--- config.mk ---
export PLATFORM = sky130hd
export DESIGN_NAME = spi_controller
export DESIGN_NICKNAME = d
export VERILOG_FILES = /design/src/rtl/spi_controller.sv
export SDC_FILE = /design/constraint.sdc
export NUM_CORES = 1
export LEC_CHECK = 0
export BUFFER_PORTS_ARGS = -buffer_cell sky130_fd_sc_hd__buf_2
export CAP_MARGIN = 20
export CORE_MARGIN = 8
export CORE_UTILIZATION = 25
export CTS_CLUSTER_SIZE = 24
export DETAILED_ROUTE_END_ITERATION = 10
export SLEW_MARGIN = 40
export SYNTH_ARGS = -nofsm -noshare
export SYNTH_HDL_FRONTEND = slang
export SYNTH_SLANG_ARGS = --single-unit
--- constraint.sdc ---
create_clock -name clk -period 2.99 [get_ports clk]
set_input_delay 0.1495 -clock clk [delete_from_list [all_inputs] [get_ports clk]]
set_output_delay 0.1495 -clock clk [all_outputs]
set_load 0.02 [all_outputs]
--- src/rtl/spi_controller.sv ---
// ---------------------------------------------------------------------------
// spi_controller
//
// Mode-0 SPI initiator that serialises 16-bit register-write frames
// {rw, addr[6:0], wdata[7:0]} MSB first onto ncs/sclk/copi. It is the
// counterpart of the SPI register peripheral that owns the PWM enable and
// duty-cycle registers.
//
// Frame sequence: IDLE -> SETUP -> SHIFT -> GAP -> IDLE. Every phase lasts
// CLK_DIV clk cycles. A frame keeps busy high for 34*CLK_DIV cycles, and
// done pulses for one cycle on the return to IDLE.
//
// Parameters:
//   CLK_DIV  clk cycles per SCLK half-period, 2..255 (checked at elaboration)
//
// Ports:
//   clk    in   system clock
//   rst    in   asynchronous active-high reset
//   start  in   frame request, accepted only in IDLE
//   rw     in   frame bit 15
//   addr   in   frame bits 14:8
//   wdata  in   frame bits 7:0
//   busy   out  high while a frame is in progress
//   done   out  one-cycle pulse on frame completion
//   ncs    out  chip select, active low
//   sclk   out  serial clock, idles low
//   copi   out  serial data, MSB first
//
// All outputs come straight from flops; there is no combinational path
// from any input to a pin.
// ---------------------------------------------------------------------------
module spi_controller #(
  parameter int CLK_DIV = 4
) (
  input  logic       clk,
  input  logic       rst,
  input  logic       start,
  input  logic       rw,
  input  logic [6:0] addr,
  input  logic [7:0] wdata,
  output logic       busy,
  output logic       done,
  output logic       ncs,
  output logic       sclk,
  output logic       copi
);

  generate
    if (CLK_DIV < 2 || CLK_DIV > 255) begin : g_bad_div
      $error("spi_controller: CLK_DIV must be in 2..255");
    end
  endgenerate

  localparam logic [7:0] PH_LAST = 8'(CLK_DIV - 1);

  typedef enum logic [1:0] {
    ST_IDLE  = 2'd0,
    ST_SETUP = 2'd1,
    ST_SHIFT = 2'd2,
    ST_GAP   = 2'd3
  } state_e;

  state_e      state_q, state_d;
  logic [7:0]  phase_q, phase_d;
  logic [4:0]  bit_cnt_q, bit_cnt_d;
  logic [15:0] shreg_q, shreg_d;
  logic        sclk_q, sclk_d;
  logic        ncs_q, ncs_d;
  logic        copi_q, copi_d;
  logic        busy_q, busy_d;
  logic        done_q, done_d;
  logic        phase_last;

  assign phase_last = (phase_q == PH_LAST);

  // -------------------------------------------------------------------------
  // Next-state and registered-output logic.
  // ncs/busy are derived from the *next* state so that the pin flops change
  // on the same edge as the state register.
  // -------------------------------------------------------------------------
  always_comb begin
    state_d   = state_q;
    shreg_d   = shreg_q;
    bit_cnt_d = bit_cnt_q;
    sclk_d    = sclk_q;
    copi_d    = copi_q;
    done_d    = 1'b0;

    case (state_q)
      ST_IDLE: begin
        sclk_d = 1'b0;
        copi_d = 1'b0;
        if (start) begin
          state_d   = ST_SETUP;
          shreg_d   = {rw, addr, wdata};
          bit_cnt_d = 5'd0;
          copi_d    = rw;
        end
      end

      ST_SETUP: begin
        if (phase_last) begin
          state_d = ST_SHIFT;
          sclk_d  = 1'b1;  // first SCLK rise coincides with entering SHIFT
        end
      end

      ST_SHIFT: begin
        if (phase_last) begin
          if (sclk_q) begin
            // Falling edge: count it and present the next bit. The 16th
            // fall does not shift so bit 0 stays on copi for the last low
            // phase.
            sclk_d    = 1'b0;
            bit_cnt_d = bit_cnt_q + 5'd1;
            if (bit_cnt_q != 5'd15) begin
              shreg_d = {shreg_q[14:0], 1'b0};
              copi_d  = shreg_q[14];
            end
          end else if (bit_cnt_q == 5'd16) begin
            // End of the low phase after the 16th fall.
            state_d = ST_GAP;
            copi_d  = 1'b0;
            shreg_d = 16'h0000;
          end else begin
            sclk_d = 1'b1;
          end
        end
      end

      ST_GAP: begin
        sclk_d = 1'b0;
        copi_d = 1'b0;
        if (phase_last) begin
          state_d = ST_IDLE;
          done_d  = 1'b1;
        end
      end

      default: begin
        state_d = ST_IDLE;
        sclk_d  = 1'b0;
        copi_d  = 1'b0;
      end
    endcase

    // Phase counter wraps every CLK_DIV cycles and restarts on every
    // state change; it is held at zero while idle.
    if (state_d != state_q || phase_last || state_q == ST_IDLE) begin
      phase_d = 8'd0;
    end else begin
      phase_d = phase_q + 8'd1;
    end

    ncs_d  = (state_d == ST_IDLE) || (state_d == ST_GAP);
    busy_d = (state_d != ST_IDLE);
  end

  always_ff @(posedge clk or posedge rst) begin
    if (rst) begin
      state_q   <= ST_IDLE;
      phase_q   <= 8'd0;
      bit_cnt_q <= 5'd0;
      shreg_q   <= 16'h0000;
      sclk_q    <= 1'b0;
      ncs_q     <= 1'b1;
      copi_q    <= 1'b0;
      busy_q    <= 1'b0;
      done_q    <= 1'b0;
    end else begin
      state_q   <= state_d;
      phase_q   <= phase_d;
      bit_cnt_q <= bit_cnt_d;
      shreg_q   <= shreg_d;
      sclk_q    <= sclk_d;
      ncs_q     <= ncs_d;
      copi_q    <= copi_d;
      busy_q    <= busy_d;
      done_q    <= done_d;
    end
  end

  assign busy = busy_q;
  assign done = done_q;
  assign ncs  = ncs_q;
  assign sclk = sclk_q;
  assign copi = copi_q;

endmodule
# Word level (Yosys, flattened, before mapping)
# Index checks and enable logic that the tools add are counted.
# Widths: inputs -> output; s select.
# totals
regBits	35
in_bits	19
output_inout_bits	5
word_cells	69
# classes
addsub	2
n_eq_ne	14
mux	31
reduce_logical	13
# ops
op	n
$mux 15	5
$pmux 15 s2	1
$mux 5	3
$mux 2	6
$mux 1	11
$pmux 5 s2	1
$add 8x1->8 const B	1
$eq 8x2->1 const B	1
$mux 8	1
$ne 2x2->1 const B	4
$pmux 2 s4	1
$reduce_and 4->1	2
$eq 2x2->1 const B	3
$ne 3x3->1 const B	2
$pmux 1 s3	2
$add 5x1->5 const B	1
$eq 5x5->1 const B	1
$ne 5x4->1 const B	1
$reduce_and 5->1	1
$logic_not 2->1	2
$reduce_bool 2->1	2
$logic_or 1x1->1	3
$reduce_bool 3->1	1
$eq 2x1->1 const B	1
other kinds (3)	3

# Logic depth before layout (Yosys ltp)
# logic_depth
depth_word	9
ltp_mapped	8
mapped_depth_nobuf	7

# Worst setup path before layout
# No wires, ideal clock.
# synth_path
kind	reg-to-reg
startpoint	reg bit_cnt_q[0]
endpoint	reg shreg_q[14]
setup_ps	125
t_arrival_ps	1987
required_ps	2865
slack_ps	878
path_stages_with_launch	9
n_path_buf	1
period_less_slack_ps	2112
cell_sequence	dfrtp_1 > ha_1 > and3_1 > ha_1 > inv_1 > mux2i_1 > o32ai_4 > buf_12 > mux2_4
# synth_via
elab_chain_cells	3
word_cells_on_any_way	5
classes_between	4 x eq/ne; 1 x reduce/logical
# synth_lines
element	line_no	rtl
from (decl)	65	logic [4:0] bit_cnt_q, bit_cnt_d;
from (signal assigned)	173	bit_cnt_q <= bit_cnt_d;
$ne 5x4->1 or $eq 5x5->1 (tied branches)	116, 120	
$ne 3x3->1 (no source line)	--	
$reduce_and 5->1 (no source line) *	--	
to (signal assigned)	174	shreg_q <= shreg_d;
to (decl)	66	logic [15:0] shreg_q, shreg_d;
# Mark *: on every way between the ends. The rest lies on a longest branch, timed or not.
# A chain may end at the register's enable or synchronous reset.

# Worst setup path in the final report
# layout_path
startpoint	reg bit_cnt_q[0]
endpoint	reg shreg_q[3]
# The elaborated chain is that of the path after synthesis.

==> key figures <==
Outcome
  – Status: completed

Setup path
  – Worst Setup SP: bit_cnt_q[0]
  – R2R setup slack: 0.61 ns
  – Crit path capture type: flip-flop
  – Crit path launch type: flip-flop
  – Critical path required time: 3.17 ns
  – Crit path DAT: 2.55 ns
  – Worst R2R End: shreg_q[3]
  – Crit-path max FO: 9
  – Reg2reg path depth: 8
  – FF-to-FF Start: bit_cnt_q[0]
  – Critical path class: flip-flop to flip-flop

Yosys
  – Avg Inst Size Synth: 10.7 um^2
  – Synth Instances: between 150 and 200
  – Post-synth EDFFs: 0
  – Synth unique cells: 42
  – Seq/Total Area, Yosys: a little under half
  – Ys Warns: 0
  – Post-Syn Nets: 204
  – Area share of the largest cell type after synthesis: ~44%
  – Synth Flop Type: dfrtp_1
  – FF+latch count, synth: 35
  – FFs w/ async S/R, synth: 100%
  – Largest cells by area after synthesis: dfrtp_1, mux2_4, a22o_1, nand3_1, inv_1
  – Mapped cell area: 1920 um^2
  – Yosys top cell by area: dfrtp_1

Clocking
  – Clk sinks: 35
  – CTS Buf Count: 5
  – CTS root buffer: clkbuf_8
  – Post-CTS Setup Bufs: 0
  – CTS tree: built
  – Hold buffers post-CTS: 1
  – Number of H-tree levels: 2
  – Max clock buf depth: 2
  – Post-cts resize count: 0
  – Worst-Skew Late Latency: between 0.2 and 0.3 ns
  – CTS clk-pin slew, worst paths: 0.07 ns

Min path
  – Min-Delay Startpoint: addr[2]
  – Hold Crit Class: input pin to flip-flop
  – Worst Hold Depth: 3
  – Hold EP: shreg_q[10]

Routing
  – Drt drc: 0
  – Drt wl/cell: ~13 um
  – DRT iter0 DRCs: 86
  – ANT nets after route: 0
  – Via density: 4.39
  – Vias: roughly 1,400
  – Routed wire length: about 3.9 mm
  – Drt first pass iters: 4

Die
  – Initial Util: approximately a quarter
  – Core area: 7610 um^2
  – Die Wd: 104 um
  – Cell Rows: 32
  – Die height: just over 100 um
  – Total die area: 10,800 um^2
  – Ports: 24

GRT
  – Remaining Overflow, GRT: 0
  – GRT Total Usage: between 7 and 8%
  – First-pass GRT wire length: 6.93 mm
  – Largest net degree at the start of global routing: 36
  – Vias in the first global route: 1,408
  – Initial antenna violation count: 0

Timing
  – Final period util: 79.5%
  – Rel. slew slack: about three fifths
  – Worst hold margin: 0.227 ns
  – RSZ-0062 raised after global routing: false
  – Fin. Hold Viols: 0
  – Slew Limit Fails: 0
  – Tmin final: 2.38 ns
  – Worst setup margin: 0.614 ns
  – Tightest Pin Transition: 0.576 ns
  – Final setup fails: 0
  – Clk_skew: 0.00941 ns
  – Fmax: 421 MHz
  – Total negative setup slack: 0 ns

Power and ir drop
  – Leakage: 0.00106 uW
  – Worst VDD drop: 0.454 mV
  – Power density over cell area: between 900 and 1000 nW/um^2

Placed design
  – Placed insts: 301
  – Post-place setup slack: approximately 0.6 ns
  – Hpwl dp: about 2.8 mm
  – Number of port buffers: 23
  – Routability cong.: 0.766

Final layout
  – Area Growth Syn to Fin: 16.7%
  – Nets: between 200 and 250
  – Layout cell share with drive strength beyond 1: 27.4%
  – # diodes: 0
  – Final design utilization: 29.5%
  – Fillers: 823
  – Finished Layout Cells: 310

Flow run
  – Number of max-cap violations: 0
-- worst max-delay path by stage --
stage	to	slack (ns)
finish	shreg_q[3]	0.61
global route	shreg_q[7]	0.49
CTS	shreg_q[3]	0.61
detailed placement	shreg_q[2]	0.62
global placement	shreg_q[3]	0.65
floorplan	shreg_q[14]	0.88
-- critical path: stages (launching register included) --
cell	delay, ns
dfrtp_1	0.41
ha_1	0.22
and3_1	0.18
ha_1	0.17
inv_1	0.07
mux2i_1	0.14
o32ai_4	0.46
buf_4	0.29
mux2_4	0.32
-- per-stage QoR --
step           power, uW  area [um^2]
6_report            2050         2250
5_1_grt             2220         2250
4_1_cts             2070         2250
3_5_place_dp        1730         2150
3_3_place_gp        1710         2150
2_1_floorplan       1510         1920
-- where the power goes --
group | leakage (uW) | internal (uW) | total, uW | switching (uW)
registers | 0.000424 | 668 | 857 | 189
clock network | 0.0000422 | 163 | 329 | 166
logic | 0.000593 | 427 | 859 | 433
total | 0.00106 | 1260 | 2050 | 788
-- synth_stat cells (2+ instances only) --
library cell,number
a2bb2oi_1,2
dfrtp_1,34
a31oi_1,2
nand3_1,15
and3_1,3
xor2_1,5
o21ai_0,12
inv_1,17
ha_1,5
mux2_2,4
xnor2_1,3
a21oi_1,2
mux2_4,10
nor2_1,12
clkbuf_1,8
nand2_1,8
mux2i_1,3
a22o_1,10
nand4b_1,2
-- registers in the layout, summed over array words and instances (netlist names) --
signal	count
shreg_q	15
phase_q	8
bit_cnt_q	5
state_q	2
busy	1
copi	1
done	1
ncs	1
sclk	1
-- per-layer routing --
layer	global-route usage, %	wire length [um]	vias to the layer above
met2	12.0	1750	21
met3	2.11	102	10
met1	9.65	1990	645
li1	-	-	685
met4	3.21	76	0
met5	0	0	-
-- cell families (layout without fill, tap and decap cells) --
family                   count (synthesis)  after routing  synth area share (%)
adder cells (fa/ha/maj)                  5              5                  3.25
buffers and inverters                   27             55                  6.11
XOR/XNOR                                 8              8                  3.64
flip-flops                              35             35                  45.6
AO/OA/AOI/OAI                           38             38                  14.8
AND/OR/NAND/NOR                         50             50                  14.9
multiplexers                            17             17                  11.7
-- final cells by class --
type | count | area [um^2] | area share [%]
clock buffer | 7 | 76.3 | 3.40
clock inverter | 1 | 5.00 | 0.223
inverter | 18 | 67.6 | 3.01
multi-input combinational | 118 | 930 | 41.4
sequential | 35 | 877 | 39.1
tap | 102 | 128 | 5.68
timing repair buffer | 29 | 163 | 7.24
-- layout by cell type (no fill, tap or decap), drive strengths merged, types with 2 or more instances in the layout --
| cell | n |
|---|---|
| mux2 | 14 |
| nand2 | 9 |
| ha | 5 |
| mux2i | 3 |
| nand3 | 15 |
| a31oi | 2 |
| nand4b | 2 |
| clkinv | 2 |
| xnor2 | 3 |
| buf | 28 |
| nor2 | 12 |
| inv | 17 |
| xor2 | 5 |
| a21oi | 2 |
| clkbuf | 7 |
| dfrtp | 34 |
| and3 | 4 |
| a2bb2oi | 2 |
| o21ai | 13 |
| a22o | 10 |
| and2 | 2 |
(Power assumes the default switching activity.)
